File: src/rtl/kws_pad_buffer_if.sv
`default_nettype none
// ============================================================================
// Module      : kws_pad_buffer_if
// Description : Stream bundle around the KWS pad buffer.
//               Input side carries ReLU words (data, channel address, strobe;
//               no backpressure).
//               Output side is a ready/valid stream of padded frames.
//               The slave modport is the pad buffer's view.
//               The master modport is the surrounding datapath's view: it
//               feeds ReLU words and consumes the padded stream.
// Signals     : in_data   ReLU output word
//               in_addr   ReLU channel address
//               in_valid  input word strobe
//               out_data  padded stream word
//               out_addr  channel index of out_data
//               out_valid output word valid
//               out_ready downstream accept
//               out_last  final word of the utterance
// Revision    : 1.0 - initial release
// ============================================================================
interface kws_pad_buffer_if #(
  parameter int DATA_W = 32
) ();

  logic [DATA_W-1:0] in_data;
  logic [4:0]        in_addr;
  logic              in_valid;

  logic [DATA_W-1:0] out_data;
  logic [4:0]        out_addr;
  logic              out_valid;
  logic              out_ready;
  logic              out_last;

  modport slave (
    input  in_data,
    input  in_addr,
    input  in_valid,
    input  out_ready,
    output out_data,
    output out_addr,
    output out_valid,
    output out_last
  );

  modport master (
    output in_data,
    output in_addr,
    output in_valid,
    output out_ready,
    input  out_data,
    input  out_addr,
    input  out_valid,
    input  out_last
  );

endinterface
`default_nettype wire

File: src/rtl/kws_pad_buffer.sv
`default_nettype none
// ============================================================================
// Module      : kws_pad_buffer
// Description : Temporal zero-padding and frame buffer between the ReLU stage
//               and the CNN/systolic stage of the KWS datapath.
//               ReLU words are captured into a word FIFO.
//               The output stream carries, in order:
//                 - PAD_L all-zero frames;
//                 - every buffered real frame;
//                 - PAD_R all-zero frames once flush has been seen and the
//                   buffer has drained.
// Ports       : wb_clk_i   clock
//               wb_rst_i   synchronous active-high reset
//               start      pulse: begin (or restart) an utterance
//               flush      pulse: no more input frames
//               bus        stream bundle (slave view): in_* capture side,
//                          out_* ready/valid side
//               busy       high in any state except IDLE
//               done       one-cycle completion pulse
//               overflow   sticky: an input word was dropped (FIFO full)
//               seq_err    sticky: in_addr did not follow 0..CH-1
//               frame_cnt  real frames emitted, saturating at 255
// Revision    : 1.0 - initial release
// ============================================================================
module kws_pad_buffer #(
  parameter int DATA_W     = 32,
  parameter int CH         = 20,
  parameter int PAD_L      = 2,
  parameter int PAD_R      = 2,
  parameter int FIFO_DEPTH = 64
) (
  input  logic             wb_clk_i,
  input  logic             wb_rst_i,
  input  logic             start,
  input  logic             flush,
  kws_pad_buffer_if.slave  bus,
  output logic             busy,
  output logic             done,
  output logic             overflow,
  output logic             seq_err,
  output logic [7:0]       frame_cnt
);

  // --------------------------------------------------------------------------
  // Constants
  // --------------------------------------------------------------------------
  localparam int             c_aw         = $clog2(FIFO_DEPTH);
  localparam logic [c_aw:0]  c_depth      = (c_aw+1)'(FIFO_DEPTH);
  localparam logic [c_aw:0]  c_ptr_one    = (c_aw+1)'(1);
  localparam logic [4:0]     c_last_ch    = 5'(CH - 1);
  localparam logic [9:0]     c_head_words = 10'(PAD_L * CH);
  localparam logic [9:0]     c_tail_words = 10'(PAD_R * CH);
  localparam logic [9:0]     c_tail_final = 10'(PAD_R * CH - 1);

  typedef enum logic [2:0] {
    S_IDLE     = 3'd0,
    S_PAD_HEAD = 3'd1,
    S_STREAM   = 3'd2,
    S_PAD_TAIL = 3'd3,
    S_DONE     = 3'd4
  } state_t;

  // --------------------------------------------------------------------------
  // State and datapath registers
  // --------------------------------------------------------------------------
  state_t              r_state;
  state_t              w_state_nxt;

  logic [DATA_W-1:0]   r_mem [FIFO_DEPTH];
  logic [c_aw:0]       r_wr_ptr;
  logic [c_aw:0]       r_rd_ptr;

  logic [4:0]          r_in_ch;      // expected address of the next input word
  logic [4:0]          r_out_ch;     // channel of the word in the output register
  logic [9:0]          r_pad_cnt;    // pad words loaded in the current pad phase
  logic                r_flush;

  logic                r_out_valid;
  logic [DATA_W-1:0]   r_out_data;
  logic                r_out_last;
  logic                r_out_pad;    // output register holds a pad word

  logic                r_overflow;
  logic                r_seq_err;
  logic [7:0]          r_frame_cnt;

  // --------------------------------------------------------------------------
  // Combinational control
  // --------------------------------------------------------------------------
  logic [c_aw:0]       w_count;
  logic                w_full;
  logic                w_empty;
  logic                w_in_phase;
  logic                w_capture;
  logic                w_push;
  logic                w_load;
  logic                w_accept;
  logic                w_pop;
  logic                w_head_issue;
  logic                w_tail_issue;
  logic                w_stream_end;

  assign w_count    = r_wr_ptr - r_rd_ptr;
  // Full is judged on the registered pointers, before any pop in the same
  // cycle, so a write while full is always dropped.
  assign w_full     = (w_count == c_depth);
  assign w_empty    = (w_count == '0);

  assign w_in_phase = (r_state == S_PAD_HEAD) || (r_state == S_STREAM);
  assign w_capture  = bus.in_valid && w_in_phase && !start;
  assign w_push     = w_capture && !w_full && !wb_rst_i;

  assign w_load     = !r_out_valid || bus.out_ready;
  assign w_accept   = r_out_valid && bus.out_ready;

  assign w_pop        = w_load && (r_state == S_STREAM) && !w_empty && !start;
  assign w_head_issue = w_load && (r_state == S_PAD_HEAD) && (r_pad_cnt != c_head_words);
  assign w_tail_issue = w_load && (r_state == S_PAD_TAIL) && (r_pad_cnt != c_tail_words);

  // Tail padding may only begin on a frame boundary with nothing left in
  // flight; an incomplete last frame keeps the block in STREAM.
  assign w_stream_end = r_flush && w_empty && !r_out_valid && (r_out_ch == '0);

  // --------------------------------------------------------------------------
  // FSM: state register
  // --------------------------------------------------------------------------
  always_ff @(posedge wb_clk_i) begin
    if (wb_rst_i) begin
      r_state <= S_IDLE;
    end else begin
      r_state <= w_state_nxt;
    end
  end

  // --------------------------------------------------------------------------
  // FSM: next state and status outputs
  // --------------------------------------------------------------------------
  always_comb begin
    w_state_nxt = r_state;
    busy        = (r_state != S_IDLE);
    done        = (r_state == S_DONE);

    if (start) begin
      // Start from any state behaves as a fresh start from IDLE.
      w_state_nxt = (PAD_L > 0) ? S_PAD_HEAD : S_STREAM;
    end else begin
      unique case (r_state)
        S_IDLE: begin
          w_state_nxt = S_IDLE;
        end
        S_PAD_HEAD: begin
          // All head words loaded and the one in the register just left.
          if (w_accept && (r_pad_cnt == c_head_words)) begin
            w_state_nxt = S_STREAM;
          end
        end
        S_STREAM: begin
          if (w_stream_end) begin
            w_state_nxt = S_PAD_TAIL;
          end
        end
        S_PAD_TAIL: begin
          if (w_accept && (r_pad_cnt == c_tail_words)) begin
            w_state_nxt = S_DONE;
          end
        end
        S_DONE: begin
          w_state_nxt = S_IDLE;
        end
        default: begin
          w_state_nxt = S_IDLE;
        end
      endcase
    end
  end

  // --------------------------------------------------------------------------
  // FIFO storage (no reset needed; validity is tracked by the pointers)
  // --------------------------------------------------------------------------
  always_ff @(posedge wb_clk_i) begin
    if (w_push) begin
      r_mem[r_wr_ptr[c_aw-1:0]] <= bus.in_data;
    end
  end

  // --------------------------------------------------------------------------
  // Datapath: capture, output register, counters and sticky flags.
  // A start clears exactly what a reset clears, except the FSM state.
  // --------------------------------------------------------------------------
  always_ff @(posedge wb_clk_i) begin
    if (wb_rst_i || start) begin
      r_wr_ptr    <= '0;
      r_rd_ptr    <= '0;
      r_in_ch     <= '0;
      r_out_ch    <= '0;
      r_pad_cnt   <= '0;
      r_flush     <= 1'b0;
      r_out_valid <= 1'b0;
      r_out_data  <= '0;
      r_out_last  <= 1'b0;
      r_out_pad   <= 1'b0;
      r_overflow  <= 1'b0;
      r_seq_err   <= 1'b0;
      r_frame_cnt <= '0;
    end else begin
      if (flush && w_in_phase) begin
        r_flush <= 1'b1;
      end

      // Input capture. The channel counter advances on every honoured word,
      // dropped ones included, so one overflow does not misalign later frames.
      if (w_capture) begin
        r_in_ch <= (r_in_ch == c_last_ch) ? 5'd0 : r_in_ch + 5'd1;
        if (bus.in_addr != r_in_ch) begin
          r_seq_err <= 1'b1;
        end
        if (w_full) begin
          r_overflow <= 1'b1;
        end else begin
          r_wr_ptr <= r_wr_ptr + c_ptr_one;
        end
      end

      if (w_pop) begin
        r_rd_ptr <= r_rd_ptr + c_ptr_one;
      end

      // Beat accepted: advance the output channel and count real frames.
      if (w_accept) begin
        r_out_ch <= (r_out_ch == c_last_ch) ? 5'd0 : r_out_ch + 5'd1;
        if (!r_out_pad && (r_out_ch == c_last_ch) && (r_frame_cnt != 8'hFF)) begin
          r_frame_cnt <= r_frame_cnt + 8'd1;
        end
      end

      // Output register refill; an empty refill clears the stage.
      if (w_load) begin
        r_out_valid <= 1'b0;
        r_out_data  <= '0;
        r_out_last  <= 1'b0;
        r_out_pad   <= 1'b0;
        if (w_pop) begin
          r_out_valid <= 1'b1;
          r_out_data  <= r_mem[r_rd_ptr[c_aw-1:0]];
        end else if (w_head_issue) begin
          r_out_valid <= 1'b1;
          r_out_pad   <= 1'b1;
          r_pad_cnt   <= r_pad_cnt + 10'd1;
        end else if (w_tail_issue) begin
          r_out_valid <= 1'b1;
          r_out_pad   <= 1'b1;
          r_out_last  <= (r_pad_cnt == c_tail_final);
          r_pad_cnt   <= r_pad_cnt + 10'd1;
        end
      end

      // Each pad phase counts from zero.
      if (w_state_nxt != r_state) begin
        r_pad_cnt <= '0;
      end
    end
  end

  // --------------------------------------------------------------------------
  // Outputs
  // --------------------------------------------------------------------------
  assign bus.out_valid = r_out_valid;
  assign bus.out_data  = r_out_data;
  assign bus.out_addr  = r_out_ch;
  assign bus.out_last  = r_out_last;
  assign overflow      = r_overflow;
  assign seq_err       = r_seq_err;
  assign frame_cnt     = r_frame_cnt;

endmodule
`default_nettype wire

File: src/flat_wrapper.sv
// flat-port wrapper written by rule: the top's interface ports become plain ports
module kws_pad_buffer_flat 
#(
  parameter int DATA_W     = 32,
  parameter int CH         = 20,
  parameter int PAD_L      = 2,
  parameter int PAD_R      = 2,
  parameter int FIFO_DEPTH = 64
)
  (wb_clk_i, wb_rst_i, start, flush, busy, done, overflow, seq_err, frame_cnt, bus_in_data, bus_in_addr, bus_in_valid, bus_out_ready, bus_out_data, bus_out_addr, bus_out_valid, bus_out_last);
  kws_pad_buffer_if #(.DATA_W(DATA_W)) bus_i ();
  input  logic wb_clk_i;
  input  logic wb_rst_i;
  input  logic start;
  input  logic flush;
  output logic busy;
  output logic done;
  output logic overflow;
  output logic seq_err;
  output logic [7:0] frame_cnt;
  input wire logic [$bits(bus_i.in_data)-1:0] bus_in_data;
  input wire logic [$bits(bus_i.in_addr)-1:0] bus_in_addr;
  input wire logic [$bits(bus_i.in_valid)-1:0] bus_in_valid;
  input wire logic [$bits(bus_i.out_ready)-1:0] bus_out_ready;
  output wire logic [$bits(bus_i.out_data)-1:0] bus_out_data;
  output wire logic [$bits(bus_i.out_addr)-1:0] bus_out_addr;
  output wire logic [$bits(bus_i.out_valid)-1:0] bus_out_valid;
  output wire logic [$bits(bus_i.out_last)-1:0] bus_out_last;
  assign bus_i.in_data = bus_in_data;
  assign bus_i.in_addr = bus_in_addr;
  assign bus_i.in_valid = bus_in_valid;
  assign bus_i.out_ready = bus_out_ready;
  assign bus_out_data = bus_i.out_data;
  assign bus_out_addr = bus_i.out_addr;
  assign bus_out_valid = bus_i.out_valid;
  assign bus_out_last = bus_i.out_last;
  kws_pad_buffer #(.DATA_W(DATA_W), .CH(CH), .PAD_L(PAD_L), .PAD_R(PAD_R), .FIFO_DEPTH(FIFO_DEPTH)) u_core (.wb_clk_i(wb_clk_i), .wb_rst_i(wb_rst_i), .start(start), .flush(flush), .bus(bus_i), .busy(busy), .done(done), .overflow(overflow), .seq_err(seq_err), .frame_cnt(frame_cnt));
endmodule
File: config.mk
export PLATFORM = sky130hd
export DESIGN_NAME = kws_pad_buffer_flat
export DESIGN_NICKNAME = d
export VERILOG_FILES = /design/src/rtl/kws_pad_buffer_if.sv /design/src/rtl/kws_pad_buffer.sv /design/src/flat_wrapper.sv
export SDC_FILE = /design/constraint.sdc
export NUM_CORES = 2
export LEC_CHECK = 0
export BUFFER_PORTS_ARGS = -buffer_cell sky130_fd_sc_hd__buf_4
export CORE_MARGIN = 5
export CORE_UTILIZATION = 60
export CTS_BUF_LIST = sky130_fd_sc_hd__clkbuf_16
export DETAILED_ROUTE_END_ITERATION = 10
export PLACE_DENSITY = 0.76
export SKIP_CTS_REPAIR_TIMING = 1
export SLEW_MARGIN = 20
export SYNTH_ARGS = -nofsm -noshare
export SYNTH_HDL_FRONTEND = slang
export SYNTH_SLANG_ARGS = --single-unit
File: constraint.sdc
create_clock -name wb_clk_i -period 11.3 [get_ports wb_clk_i]
set_input_delay 2.26 -clock wb_clk_i [delete_from_list [all_inputs] [get_ports wb_clk_i]]
set_output_delay 2.26 -clock wb_clk_i [all_outputs]
set_load 0.01 [all_outputs]
==> qor.csv <==
stage;metric;value;unit
floorplan;ios;94;
power_and_ir_drop;power_density;167;mW/mm^2
clock_tree;clk_latency;860;ps
sta;slew_violations;0;
synth;syn_avg_cell_area;21.5;sq um
global_routing;grt_pass1_vias;41000;
sta;fin_crit;4830;ps
sta;final.setup.worst_slack;6470;ps
clock_tree;clock-sinks;2137;
global_routing;grtUsageTotal;30.1;%
sta;finClkSkew;41.6;ps
route;dr.first_iter.drc_count;6937;
global_routing;globalRouteOverflowTotal;0;
synth;synth_cell_types;64;
floorplan;start_util;60.5;%
power_and_ir_drop;switchingPower;3.06;mW
floorplan;die-area;0.144;sq mm
worst_setup_path;path_cells;buf_4 > nand3_1 > nor2_2 > o21ai_2 > or4_1 > nor2_4 > buf_4;
global_routing;grt_max_degree;117;
worst_setup_path;startpoint_type;input pin;
clock_tree;htree_levels;4;
sta;worstMarginPinSlew;1240;ps
flow_run;cap_violations;0;
worst_setup_path;cp_max_fo;20;
route;wirelength;218;mm
route;num_vias;42200;
hold_path;min_path_type;register to register;
floorplan;die_h;380;um
synth;netlist_instances;3815;
sta;timing.setup.tns;0;ps
cells_and_area;layout_commonest_cell;edfxtp_1;
worst_setup_path;critPathTopFamily;simple AND/OR/NAND/NOR gates;
synth;synth_fp_nets;3872;
cells_and_area;layout_common_cells;2048 x edfxtp_1, 511 x mux4_2, 203 x clkbuf_16, 171 x buf_4, 127 x mux2i_1;
power_and_ir_drop;power_frac_seq;56.4;%
clock_tree;clockRootBuffer;clkbuf_16;
global_routing;grt_antenna_before_repair;8;
worst_setup_path;arrival;5330;ps
place;io_buffers;93;
synth;synth_ff_type;edfxtp_1;
sta;setup_viol;0;
run_status;outcome;completed;
sta;max_slew_margin;17.2;%
route;post_drt_wl_per_cell;36.4;um
synth;synth-edff-count;2048;
sta;grt_setup_unrepaired;false;
clock_tree;cts_buffers;202;
power_and_ir_drop;switching_share;19.9;%
route;drc;0;
power_and_ir_drop;p_leak;28.2;nW
floorplan;num_rows;135;
sta;fin_crit_sh;42.7;%
synth;ys_seq_area_share;77.0;%
route;ant_nets;0;
worst_setup_path;crit_type;input pin to register;
floorplan;die-width;380;um
synth;yosys_warnings;0;
sta;hold_viol_final;0;
power_and_ir_drop;combPwrFrac;1.2;%
power_and_ir_drop;intPower;12.3;mW
power_and_ir_drop;max-vdd-ir-drop;180;uV
synth;synth.cell_area;0.0822;sq mm
power_and_ir_drop;p_total;15.4;mW
clock_tree;path_clk_slew;60;ps
place;place.gp.congestion;0.862;
worst_setup_path;cp.required;11800;ps
worst_setup_path;worst_path_max_delay_cell;or4_1;
route;vias_per_cell;7.05;
floorplan;core;0.136;sq mm
place;dp_slack;5710;ps
cells_and_area;fin_nets;4081;
cells_and_area;drive_above_1_share;26.0;%
route;first_pass_iters;5;
worst_setup_path;cp-end-kind;register;
power_and_ir_drop;p_clk_share;42.4;%
synth;synth_seq_cells;2137;
clock_tree;cts_buffer_depth;3;
place;dp_hpwl;123;mm
cells_and_area;synthToLayoutAreaGrowth;12.2;%
clock_tree;tritoncts;done;
global_routing;grt_first_pass_wirelength;307;mm
worst_setup_path;worst-path-buf-inv;2;
sta;max_freq;207;MHz
synth;async_flop_share;0;%
worst_setup_path;critPathMostFrequentCell;buf_4;
worst_setup_path;critPathMaxStageDelay;1050;ps
-- sequential cells by signal (all words and copies together), names as in the netlist, named ones only --
signal	cells
u_core.r_mem	2048
u_core.bus.out_data	32
u_core.r_pad_cnt	10
u_core.frame_cnt	8
u_core.r_rd_ptr	7
u_core.r_wr_ptr	7
u_core.bus.out_addr	5
u_core.r_in_ch	5
u_core.r_state	3
u_core.bus.out_last	1
u_core.bus.out_valid	1
u_core.overflow	1
u_core.r_flush	1
u_core.r_out_pad	1
u_core.seq_err	1
-- power by group through the flow --
stage	clock, mW	sequential [mW]	combinational (mW)
finish	6.52	8.67	0.179
CTS	6.56	8.67	0.178
floorplan	0	8.84	0.0157
detailed placement	0	8.84	0.178
global route	6.93	8.67	0.186
global placement	0	8.84	0.170
-- stage by stage --
| step | area, sq um | utilization [%] | hold slack (ps) | std cells |
|---|---|---|---|---|
| after floorplan | 82200 | - | 432 | 3815 |
| after global placement | 85200 | 62.7 | 445 | 5574 |
| after detailed placement | 85400 | 62.9 | 447 | 5585 |
| after CTS | 91800 | 67.6 | 458 | 5963 |
| after global routing | 92200 | 67.9 | 483 | 5979 |
| final | 92200 | 67.9 | 458 | 5983 |
-- layer usage --
metal	up-vias	global-route usage, %	part of all wire [%]
met5	-	0	0.018
met4	2	12.8	4.8
met3	520	8.20	12
met2	3315	46.6	48
met1	21900	41.3	35
li1	16400	-	-
-- worst min-delay path, stage by stage, from the launching register on --
cell and delay [ps]:
dfxtp_1 310, nand2_1 60, o21ai_1 50
-- logic make-up after synthesis --
kind of cell | after synthesis | share of synthesized area (%)
flip-flops | 2137 | 77.0
multiplexers | 659 | 15.8
XOR/XNOR | 32 | 0.350
buffers and inverters | 218 | 1.53
adder cells (fa/ha/maj) | 14 | 0.213
AO/OA/AOI/OAI | 329 | 2.63
AND/OR/NAND/NOR | 426 | 2.43
-- path summary, 6_finish.rpt --
kind / startpoint / endpoint / slack [ps] / depth (start not counted)
worst min-delay path: u_core.bus.out_data[23] / u_core.bus.out_data[23] / 460 / 2
worst max register to register: register / u_core.bus.out_data[13] / 6680 / 8
worst max-delay path: bus_in_valid / u_core.r_mem[53][25] / 6470 / 7
worst min register to register: u_core.bus.out_data[23] / u_core.bus.out_data[23] / 460 / 2
-- Yosys cell counts, drive strengths merged, types with 24 or more instances --
cell	instances	area share [%]
buf	142	1.2
o22ai	35	0.27
a211oi	30	0.27
a21oi	61	0.38
dfxtp	89	2.2
o21ai	58	0.36
nor2	164	0.75
a22oi	68	0.62
clkbuf	57	0.26
mux2i	127	1.5
nand2	98	0.45
mux4	511	14
edfxtp	2048	75
nand3	30	0.18
nor2b	24	0.18
-- layout make-up --
class                   count  area, sq um
diodes                      4         10.0
clock buffers             203         5080
clock inverters           175         1270
fillers                  8159        43600
inverters                  19         73.8
multi-input cells        1460        18200
flip-flops and latches   2137        63300
well taps                1781         2230
repair buffers            204         2060
Note: power is estimated with default switching activity, not from simulation.
